<file path="src/rtl/simon_game_core.sv">
// simon_game_core: Simon Says engine; seeds an LFSR colour sequence, plays it on four LEDs, judges presses.
// Latency: all outputs registered; a button rising is judged one edge later; phases end on the edge sampling their last tick.
// Backpressure: none; tick paces playback and timeout, presses outside INPUT and start while busy are dropped.
module simon_game_core #(
    parameter int MAX_LEN       = 16,
    parameter int ON_TICKS      = 4,
    parameter int OFF_TICKS     = 2,
    parameter int TIMEOUT_TICKS = 32
) (
    input  logic       clk,
    input  logic       rst_n,
    input  logic [7:0] seed,
    input  logic       start,
    input  logic       tick,
    input  logic [3:0] btn,
    output logic [3:0] led,
    output logic [4:0] level,
    output logic       busy,
    output logic       win,
    output logic       lose
);
    // Tick counter must hold the longest phase length of the three.
    localparam int TMAX_A = (ON_TICKS > OFF_TICKS) ? ON_TICKS : OFF_TICKS;
    localparam int TMAX   = (TIMEOUT_TICKS > TMAX_A) ? TIMEOUT_TICKS : TMAX_A;
    localparam int CW     = $clog2(TMAX + 1);

    localparam logic [CW-1:0] OFF_LAST = CW'(OFF_TICKS - 1);
    localparam logic [CW-1:0] ON_LAST  = CW'(ON_TICKS - 1);
    localparam logic [CW-1:0] TO_LAST  = CW'(TIMEOUT_TICKS - 1);
    localparam logic [4:0]    LEN_MAX  = 5'(MAX_LEN);

    typedef enum logic [2:0] {
        S_IDLE     = 3'd0,
        S_SHOW_OFF = 3'd1,
        S_SHOW_ON  = 3'd2,
        S_INPUT    = 3'd3,
        S_WIN      = 3'd4,
        S_LOSE     = 3'd5
    } state_t;

    state_t          state, state_n;
    logic [7:0]      lfsr, lfsr_n;
    logic [7:0]      seed_r, seed_r_n;
    logic [4:0]      idx, idx_n;
    logic [4:0]      level_n;
    logic [CW-1:0]   tick_cnt, tick_cnt_n;
    logic [3:0]      btn_q;
    logic [3:0]      led_n;
    logic            busy_n, win_n, lose_n;

    logic [7:0]      lfsr_step;
    logic [3:0]      press;
    logic [3:0]      exp_col;
    logic [CW-1:0]   tick_cnt_inc;

    assign lfsr_step    = {lfsr[6:0], lfsr[7] ^ lfsr[5] ^ lfsr[4] ^ lfsr[3]};
    assign press        = btn & ~btn_q;
    assign exp_col      = 4'b0001 << lfsr[1:0];
    assign tick_cnt_inc = tick ? tick_cnt + CW'(1) : tick_cnt;

    // State and datapath registers; outputs are registered from their next values so they are valid on state entry.
    always_ff @(posedge clk) begin
        if (!rst_n) begin
            state    <= S_IDLE;
            lfsr     <= 8'h00;
            seed_r   <= 8'h00;
            idx      <= 5'd0;
            tick_cnt <= '0;
            btn_q    <= 4'b0000;
            level    <= 5'd0;
            led      <= 4'b0000;
            busy     <= 1'b0;
            win      <= 1'b0;
            lose     <= 1'b0;
        end else begin
            state    <= state_n;
            lfsr     <= lfsr_n;
            seed_r   <= seed_r_n;
            idx      <= idx_n;
            tick_cnt <= tick_cnt_n;
            btn_q    <= btn;
            level    <= level_n;
            led      <= led_n;
            busy     <= busy_n;
            win      <= win_n;
            lose     <= lose_n;
        end
    end

    // Next state plus sequence datapath; tick counter restarts at zero on every state change.
    always_comb begin
        state_n    = state;
        lfsr_n     = lfsr;
        seed_r_n   = seed_r;
        idx_n      = idx;
        level_n    = level;
        tick_cnt_n = '0;
        case (state)
            S_IDLE, S_WIN, S_LOSE: begin
                if (start) begin
                    // A zero seed would lock the LFSR, so it is replaced by 1.
                    seed_r_n = (seed == 8'h00) ? 8'h01 : seed;
                    lfsr_n   = seed_r_n;
                    level_n  = 5'd1;
                    idx_n    = 5'd0;
                    state_n  = S_SHOW_OFF;
                end
            end
            S_SHOW_OFF: begin
                if (tick && tick_cnt == OFF_LAST) begin
                    state_n = S_SHOW_ON;
                end else begin
                    tick_cnt_n = tick_cnt_inc;
                end
            end
            S_SHOW_ON: begin
                if (tick && tick_cnt == ON_LAST) begin
                    idx_n  = idx + 5'd1;
                    lfsr_n = lfsr_step;
                    if (idx_n == level) begin
                        // Playback done: rewind the sequence for the player.
                        idx_n   = 5'd0;
                        lfsr_n  = seed_r;
                        state_n = S_INPUT;
                    end else begin
                        state_n = S_SHOW_OFF;
                    end
                end else begin
                    tick_cnt_n = tick_cnt_inc;
                end
            end
            S_INPUT: begin
                // Any rising edge is judged before the timeout, so a press on the final tick still counts.
                if (press != 4'b0000) begin
                    // exp_col is one-hot, so equality also rejects multi-bit presses.
                    if (press == exp_col) begin
                        lfsr_n = lfsr_step;
                        idx_n  = idx + 5'd1;
                        if (idx == level - 5'd1) begin
                            if (level == LEN_MAX) begin
                                state_n = S_WIN;
                            end else begin
                                level_n = level + 5'd1;
                                idx_n   = 5'd0;
                                lfsr_n  = seed_r;
                                state_n = S_SHOW_OFF;
                            end
                        end
                    end else begin
                        state_n = S_LOSE;
                    end
                end else if (tick && tick_cnt == TO_LAST) begin
                    state_n = S_LOSE;
                end else begin
                    tick_cnt_n = tick_cnt_inc;
                end
            end
            default: begin
                state_n = S_IDLE;
            end
        endcase
    end

    // Output values for the state being entered, so each state shows them from its first cycle.
    always_comb begin
        led_n = 4'b0000;
        case (state_n)
            S_SHOW_ON: led_n = 4'b0001 << lfsr_n[1:0];
            // Entering INPUT shows dark; afterwards the LEDs echo the buttons one cycle late.
            S_INPUT:   led_n = (state == S_INPUT) ? btn : 4'b0000;
            S_WIN:     led_n = 4'b1111;
            default:   led_n = 4'b0000;
        endcase
        busy_n = (state_n == S_SHOW_OFF) || (state_n == S_SHOW_ON) || (state_n == S_INPUT);
        win_n  = (state_n == S_WIN);
        lose_n = (state_n == S_LOSE);
    end
endmodule

</file>
<file path="config.mk">
export PLATFORM = sky130hd
export DESIGN_NAME = simon_game_core
export DESIGN_NICKNAME = d
export VERILOG_FILES = /design/src/rtl/simon_game_core.sv
export SDC_FILE = /design/constraint.sdc
export NUM_CORES = 1
export LEC_CHECK = 0
export CAP_MARGIN = 10
export CORE_UTILIZATION = 26
export CTS_CLUSTER_SIZE = 14
export DETAILED_ROUTE_END_ITERATION = 6
export PLACE_DENSITY = 0.54
export RECOVER_POWER = 25
export SLEW_MARGIN = 25
export SYNTH_ARGS = -nofsm -noshare
export SYNTH_HDL_FRONTEND = slang
export SYNTH_SLANG_ARGS = --single-unit
</file>
<file path="constraint.sdc">
create_clock -name clk -period 5.65 [get_ports clk]
set_input_delay 1.4125 -clock clk [delete_from_list [all_inputs] [get_ports clk]]
set_output_delay 1.4125 -clock clk [all_outputs]
set_load 0.02 [all_outputs]
</file>
* After elaboration in Yosys (flattened, before gate mapping)
Cells that the tools add are included.
** Word-level totals
- Bits in latches :: 0
- Memories :: 0
- ROM bits :: 0
- RAM bits :: 0
- Bits in registers :: 46
- Logic and storage cells :: 101
- Output and inout port bits :: 12
** Operators by class
- $add $sub $neg :: 4
- Bitwise gates (word level) :: 5
- Equal/unequal tests :: 23
- $mul :: 0
- Reduce and logical (&&, ||, !) cells :: 14
- Multiplexer cells :: 41
- Shift operators :: 2
- Divide/modulo/power cells :: 0
- $lt $le $gt $ge :: 0
** Operator list (count)
- $mux W8 :: 8
- $mux W5 :: 12
- $mux W6 :: 5
- $mux W3 :: 8
- $pmux W8 S3 :: 1
- $pmux W6 S3 :: 1
- $pmux W5 S3 :: 1
- $eq A3 B2 Y1 const B :: 4
- $eq A3 B3 Y1 const B :: 4
- $ne A2 B2 Y1 const B :: 6
- $pmux W3 S4 :: 1
- $pmux W4 S3 :: 1
- $add A5 B1 Y5 const B :: 2
- $eq A5 B5 Y1 :: 2
- $pmux W5 S2 :: 1
- $logic_not A8 Y1 :: 1
- $shl A1 B2 Y4 const A :: 2
- $add A6 B1 Y6 const B :: 1
- $eq A3 B1 Y1 const B :: 2
- $eq A6 B1 Y1 const B :: 1
- $eq A6 B2 Y1 const B :: 1
- $eq A6 B5 Y1 const B :: 1
- $reduce_and A6 Y1 :: 1
- $eq A5 B5 Y1 const B :: 1
- other kinds (16) :: 21

* Depth between registers and ports, before layout
Gate-level depths: netlist (run 1).
- Depth in word-level cells :: 10
- Mapped depth :: 9
- Gate-level depth less buffers :: 9

* Worst setup path after synthesis (run 1)
Ideal clock, no wire load.
- Path kind :: input -> register
- Start :: input port btn[1]
- End :: register led[0]
- Path slack :: 2.613 ns
- Path buffers :: 0
- Cell stages on the path :: 7
- Arrival time :: 2.954 ns
- Path through :: nor2b_1 o211ai_1 o32a_2 o31ai_2 o311ai_1 or3_4 o221ai_1
** On the way
- Cells in the longest elaborated chain, start to end :: 7
- Elaborated cells on any way between the ends :: 14
- Classes of those cells :: eq/ne: 4; shift: 1; mux: 7; bitwise: 1; reduce/logical: 1
** Ends and longest elaborated chain
- start: declaration :: line 15 : input logic [3:0] btn,
- $and A4 B4 Y4 * :: line 57 : assign press = btn & ~btn_q;
- $eq A4 B4 Y1 :: line 136 : if (press == exp_col) begin
- $mux W3 or $mux W8 (tied branches) :: line 136
- $mux W3 or $mux W8 (tied branches) :: line 134 : if (press != 4'b0000) begin
- $pmux W3 S4 or $pmux W8 S3 (tied branches) :: line 98 : case (state)
- $eq A3 B3 Y1 (tied with other cells) :: line 167 : case (state_n)
- $pmux W4 S3 * :: line 167
- end signal: assignment :: line 83 : led <= led_n;
- end: declaration :: line 16 : output logic [3:0] led,
Every way passes the cells marked *; elsewhere a longest branch is shown, timed or not. The select of a mux whose other input is x is not followed.
A chain may end at the register's enable or synchronous reset.

* Final worst setup path (run 1)
- Start :: input port start
- End :: register led[3]
** On the way
- Cells in the longest elaborated chain, start to end :: 4
- Elaborated cells on any way between the ends :: 9
- Classes of those cells :: eq/ne: 3; shift: 1; mux: 5
** Ends and longest elaborated chain
- start: declaration :: line 13 : input logic start,
- $mux W3 or $mux W8 (tied branches) :: line 100 : if (start) begin
- $pmux W3 S4 or $pmux W8 S3 (tied branches) :: line 98
- $eq A3 B3 Y1 (tied with other cells) :: line 167
- $pmux W4 S3 * :: line 167
Marked as above.

==> metrics.md, run 1 <==
| Metric | Value |
|---|---|
| Status | `finished clean` |
| Post-CTS Setup Inserts | `0` |
| Layout fillers | `1034` |
| #FFs+latches synth | `46` |
| Clk buf depth | `2` |
| Worst-Margin Slew | `0.949 ns` |
| Pin count of the biggest net entering global routing | `29` |
| Hold slack | `0.462 ns` |
| Placeable core region | `9770 um^2` |
| Post_cts resized | `0` |
| Worst-path cell chain | `clkdlybuf4s50_1, nand3b_1, nand2_1, a21oi_1, a21boi_0, a311o_1, o221ai_1` |
| Worst-skew pair later-pin latency | `0.31 ns` |
| VDD IR max | `0.117 mV` |
| Critical Path Source Type | `input pin` |
| Clk sinks | `46` |
| Final Hold Vio Count | `0` |
| LEAKAGE | `1.17 nW` |
| NetSw | `0.184 mW` |
| Reg area | `921 um^2` |
| Dpl cells | `443` |
| Initial antenna violation count | `0` |
| Final core area utilization | `31.4%` |
| WP data required | `5.89 ns` |
| Root Driver | `clkbuf_8` |
| Initial Util | `26.7%` |
| PortBufs | `27` |
| Max Clock Freq | `0.254 GHz` |
| Routability cong. | `0.787` |
| Hold crit path type | `register to register` |
| Final cell count without fillers | `451` |
| DR vias/cell | `4.84` |
| Drt first pass iters | `6` |
| Clk_skew | `0.00857 ns` |
| Avg Synthesized Cell Area | `8.89 um^2` |
| Share of the synthesized area in the top cell type | `35.2%` |
| Ys Warns | `0` |
| Area of the multi-input gates | `1560 um^2` |
| Cell accounting for the most synthesized area | `dfxtp_1` |
| Reg power frac | `52.9%` |
| GRT Overall Usage | `12.8%` |
| WP data arrival | `4.18 ns` |
| Area contributors post-synth | `dfxtp_1 (35%), nand2_1 (4.6%), nor2_1 (4.5%)` |
| CTS buffer count | `5` |
| CP max FO | `12` |
| Asr flop ratio synth | `0%` |
| DP HPWL | `4580 um` |
| Sequential area share after synthesis | `35.2%` |
| Io pins | `28` |
| Slew Viols, Final | `0` |
| Post-synth EDFFs | `0` |
| Row cnt | `36` |
| Total wire length | `6120 um` |
| Clock power frac | `34.3%` |
| Critical Path Max Stage Delay | `0.77 ns` |
| DRT antenna net count | `0` |
| First-pass GRT wire length | `10400 um` |
| Post-synthesis cell count | `294` |
| Per-cell routed wire length | `13.6 um` |
| Die W | `102 um` |
| Post-placement setup slack | `1.41 ns` |
| Max_cap viols | `0` |
| Main flop type after synthesis | `dfxtp_1` |
| Final WS setup | `1.71 ns` |
| Die height | `102 um` |
| Setup crit end kind | `register` |
| Vias in the first global route | `2084` |
| Hold Buf Count CTS | `0` |
| Pwr Density | `211 nW/um^2` |
| Critical path class | `input pin to register` |
| Crit path time final | `3.94 ns` |
| Most numerous cell in the Yosys netlist | `dfxtp_1` |
| Initial DRC count | `101` |
| Layout cell share with drive strength beyond 1 | `11.3%` |
| H-tree levels | `2` |
| Comb power frac | `12.8%` |
| Max-slew headroom | `36.7%` |
| Diode count | `0` |
| Nets | `338` |
| Most frequent cells after synthesis | `dfxtp_1 (46), nand2_1 (32), nor2_1 (31), a21oi_1 (21), inv_1 (12)` |
| Critical path's slowest cell | `a21oi_1` |
| Area Overhead vs Synth | `17.4%` |
| Final setup vio count | `0` |
| Cell-internal power | `0.464 mW` |
| Remaining Overflow, GRT | `0` |
| DRC viols | `0` |
| Sw Share | `28.4%` |
| Setup TNS | `0 ns` |
| Die area | `10500 um^2` |
| CTS tree | `built` |
| Via count | `2181` |
| Number of distinct library cells after synthesis | `76` |
| Mapped Area | `2610 um^2` |
| RSZ-0062 raised after global routing | `false` |
| Worst-path clk slew | `0.10 ns` |
| Final period util | `69.7%` |
| Post-Syn Nets | `315` |
## area by class of cell
type | count | share of cell area (%)
Sequential cell | 46 | 30.0
Clock inverter | 3 | 0.938
Multi-Input combinational cell | 224 | 51.0
Clock buffer | 5 | 2.24
Inverter | 13 | 1.59
Tap cell | 133 | 5.42
Timing Repair Buffer | 27 | 8.81
## cell families (layout without fill, tap and decap cells)
kind of cell    after synthesis  after routing  synth area share [%]
xor+xnor                     22             22                  9.44
compound gates               67             67                  19.2
buf+inv                      24             48                  4.88
fa+ha+maj                     5              5                  2.39
mux                           5              5                  1.96
simple gates                125            125                  26.9
flops                        46             46                  35.2
## metrics by stage
stage,instance area (um^2),power [mW]
final,3070,0.648
after global placement,2970,0.433
after global routing,3070,0.678
after floorplan,2610,0.407
after CTS,3070,0.657
after detailed placement,2970,0.434
## placed cells by master, fill, tap and decap left out, types with 2 or more instances in the layout
cell type and instances:
a21boi_0 2, a21oi_1 21, a222oi_1 5, a31oi_1 3, and2_1 3, and3_1 2
and3_2 2, and3b_1 2, clkbuf_8 5, clkdlybuf4s50_1 13, dfxtp_1 46, dlygate4sd3_1 14
ha_1 5, inv_1 12, mux2i_1 4, nand2_1 32, nand2b_1 5, nand3_1 5
nand3b_1 5, nand4_1 6, nor2_1 31, nor2b_1 3, nor3_1 9, nor3b_1 2
o211ai_1 5, o21ai_0 6, o221ai_1 4, xnor2_1 8, xor2_1 9, xor2_2 2
## sequential cells by signal (all words and copies together), names as in the netlist
name      count
busy          1
win           1
btn_q         4
lose          1
state         3
tick_cnt      6
level         5
seed_r        8
led           4
lfsr          8
idx           5
## layer usage
layer	vias to the layer above	routed length (um)	track usage (%)
li1	1102	-	-
met3	9	220	2.53
met2	48	2830	20.8
met1	1022	2950	16.8
met4	0	126	4.40
met5	-	0	0
## worst max-delay path: cells and delay by family
family / cells / cell delay (ns)
buf+inv: 1 / 0.48
compound gates: 4 / 1.60
simple gates: 2 / 0.68
## power groups by stage
stage	sequential, mW	combinational [mW]	clock, mW
3_3_place_gp	0.350	0.0831	0
5_1_grt	0.344	0.0919	0.242
3_5_place_dp	0.350	0.0836	0
6_report	0.343	0.0831	0.222
4_1_cts	0.343	0.0843	0.230
2_1_floorplan	0.349	0.0586	0
## path summary, 6_finish.rpt
check | start | endpoint | slack, ns | cells past startpoint
worst max-delay path | start | led[3] | 1.71 | 7
worst max register to register | state[0] | led[3] | 2.52 | 7
worst min-delay path | seed_r[7] | seed_r[7] | 0.46 | 2
worst min register to register | seed_r[7] | seed_r[7] | 0.46 | 2
(Power assumes the default switching activity.)
==> run 2, diff against run 1 <==
==> constraint.sdc (replaced) <==
create_clock -name clk -period 4.05 [get_ports clk]
set_input_delay 1.0125 -clock clk [delete_from_list [all_inputs] [get_ports clk]]
set_output_delay 1.0125 -clock clk [all_outputs]
set_load 0.02 [all_outputs]
==> run 2 against run 1 <==
  * Die area stayed put
  * Total power is 37% higher
  * Utilization is 0.27 points higher
  * Final cell count is 1.1% higher
  * Combinational power is 46% higher
  * Global-route usage is 0.10 points lower
  * Critical endpoint is now led[1]
==> metrics.md, run 2 (synthesized netlist as in run 1, its figures left out) <==
| Metric | Value |
|---|---|
| Hold Path Sink | `seed_r[7]` |
| Setup crit end kind | `register` |
| Layout cell share with drive strength beyond 1 | `12.4% (+1.1 points)` |
| CTS tree | `built` |
| Worst-Margin Slew | `1.25 ns (+0.296 ns)` |
| Total wire length | `6170 um (+0.75%)` |
| Max-slew headroom | `17.0% (-20 points)` |
| Drt first pass iters | `6 (unchanged)` |
| Final core area utilization | `31.7% (+0.27 points)` |
| Slew Viols, Final | `0 (unchanged)` |
| Clk sinks | `46 (unchanged)` |
| Critical path class | `input pin to register` |
| Initial antenna violation count | `0 (unchanged)` |
| Commonest non-fill, non-tap cells in the layout | `dfxtp_1 (46), nand2_1 (32), nor2_1 (31), clkdlybuf4s50_1 (24), a21oi_1 (21)` |
| Critical Path Max Stage Delay | `0.49 ns (-0.28 ns)` |
| Crit-path leading delay family | `compound AO/OA/AOI/OAI gates` |
| Critical Path Source Type | `input pin` |
| Clk_skew | `0.00941 ns (+0.000847 ns)` |
| Area Overhead vs Synth | `18.4%` |
| Initial Util | `26.7% (unchanged)` |
| PortBufs | `27 (unchanged)` |
| Hold_sp | `seed_r[7]` |
| RSZ-0062 raised after global routing | `false` |
| Worst reg-to-reg path cell count | `9 (+2)` |
| Hold Buf Count CTS | `0 (unchanged)` |
| Worst-skew pair later-pin latency | `0.30 ns (about the same)` |
| CP max FO | `8 (-4)` |
| Die height | `102 um (unchanged)` |
| Via count | `2181 (unchanged)` |
| Initial DRC count | `124 (+23%)` |
| CTS buffer count | `5 (unchanged)` |
| LEAKAGE | `1.15 nW (-2.0%)` |
| Crit path time final | `3.09 ns` |
| First-pass GRT wire length | `10400 um (about the same)` |
| Final Power | `0.885 mW (+37%)` |
| GRT Overall Usage | `12.7% (-0.10 points)` |
| Per-cell routed wire length | `13.5 um (-0.35%)` |
| Worst R2R End | `idx[2]` |
| Row cnt | `36 (unchanged)` |
| Largest registers | `lfsr: 8 flops, seed_r: 8 flops, tick_cnt: 6 flops` |
| Placeable core region | `9770 um^2 (unchanged)` |
| Commonest non-fill, non-tap cell in the layout | `dfxtp_1` |
| Root Driver | `clkbuf_8` |
| Pin count of the biggest net entering global routing | `26 (-10%)` |
| H-tree levels | `2 (unchanged)` |
| Layout fillers | `1068 (+3.3%)` |
| Post_cts resized | `0 (unchanged)` |
| Hold crit path type | `register to register` |
| Worst-path clk slew | `0.10 ns (about the same)` |
| Pwr Density | `286 nW/um^2 (+36%)` |
| Post-CTS Setup Inserts | `0 (unchanged)` |
| DRC viols | `0 (unchanged)` |
| Status | `finished clean` |
| Die W | `102 um (unchanged)` |
| Clk buf depth | `2 (unchanged)` |
| Max Clock Freq | `0.324 GHz` |
| Final period util | `76.3%` |
| Setup TNS | `0 ns (unchanged)` |
| WP data arrival | `3.28 ns (-0.90 ns)` |
| Post-placement setup slack | `0.665 ns (-0.744 ns)` |
| Worst-path cell chain | `clkdlybuf4s50_1, nor2b_1, o211ai_1, o32ai_1, a21oi_1, buf_4, a221oi_1, and2_4, o221ai_1` |
| Diode count | `0 (unchanged)` |
| Hold depth | `2 (unchanged)` |
| Final Hold Vio Count | `0 (unchanged)` |
| Crit Reg-Reg Startpoint | `level[0]` |
| Routability cong. | `0.779 (-1.0%)` |
| WP data required | `4.24 ns (-1.65 ns)` |
| Post-route cell area | `3090 um^2 (+0.86%)` |
| VDD IR max | `0.131 mV (+12%)` |
| Vias in the first global route | `2145 (+2.9%)` |
| DP HPWL | `4680 um (+2.1%)` |
| DRT antenna net count | `0 (unchanged)` |
| Final setup vio count | `0 (unchanged)` |
| Remaining Overflow, GRT | `0 (unchanged)` |
| Buf/Inv on CP | `2 (+1)` |
| Nets | `343 (+1.5%)` |
| Max_cap viols | `0 (unchanged)` |
| DR vias/cell | `4.78 (-1.1%)` |
| Die area | `10500 um^2 (unchanged)` |
| Critical path's slowest cell | `clkdlybuf4s50_1` |
| Reg2reg setup slack | `1.52 ns (-1.00 ns)` |
| Placed cell area | `3010 um^2 (+1.3%)` |
| Final WS setup | `0.960 ns (-0.752 ns)` |
| Io pins | `28 (unchanged)` |
[run 2: changes by cell type in the layout (fill, tap and decap cells not counted)]
cell	before	now
inv_6	1	0
dlygate4sd3_1	14	3
inv_8	1	0
clkdlybuf4s50_1	13	24
clkinvlp_4	0	1
buf_4	0	4
clkinv_2	0	1
clkbuf_1	0	1
[run 2: tightest hold or removal path: stages (launching register included)]
cell and delay (ns):
dfxtp_1 0.32, nand2_1 0.05, a21oi_1 0.05
[run 2: layout make-up]
cell class,instances,area [um^2],share of cell area (%)
Tap cell,133,166,5.38
Inverter,13,48.8,1.58
Sequential cell,46,921,29.8
Timing Repair Buffer,32,304,9.83
Multi-Input combinational cell,224,1560,50.5
Clock buffer,5,68.8,2.22
Clock inverter,3,21.3,0.687
[run 2: how the worst max path moves through the flow]
stage                 from     end  slack, ns  cells past startpoint
detailed placement  btn[1]  led[3]       0.66                      9
CTS                 btn[1]  led[3]       0.99                      9
finish              btn[1]  led[1]       0.96                      9
global placement    btn[1]  led[1]       0.67                      9
global route        btn[1]  led[3]       0.79                      9
floorplan           btn[1]  led[0]       1.41                      7
[run 2: layer usage]
| metal | global-route usage (%) | wire length [um] | vias to the layer above |
|---|---|---|---|
| li1 | - | - | 1110 |
| met1 | 17.1 | 3080 | 1037 |
| met2 | 21.0 | 2870 | 32 |
| met3 | 2.33 | 195 | 2 |
| met4 | 2.97 | 29 | 0 |
| met5 | 0 | 0 | - |
[run 2: per-stage QoR]
stage | std cells | hold slack (ns)
after floorplan | 294 | 0.431
after global placement | 448 | 0.447
after detailed placement | 448 | 0.452
after CTS | 456 | 0.466
after global routing | 456 | 0.491
final | 456 | 0.461
[run 2: power by group]
group	leakage [nW]	internal [mW]	switching (mW)	total, mW
clock	0.0441	0.122	0.165	0.287
sequential	0.375	0.466	0.0119	0.478
combinational	0.727	0.0546	0.0659	0.121
total	1.15	0.642	0.243	0.885
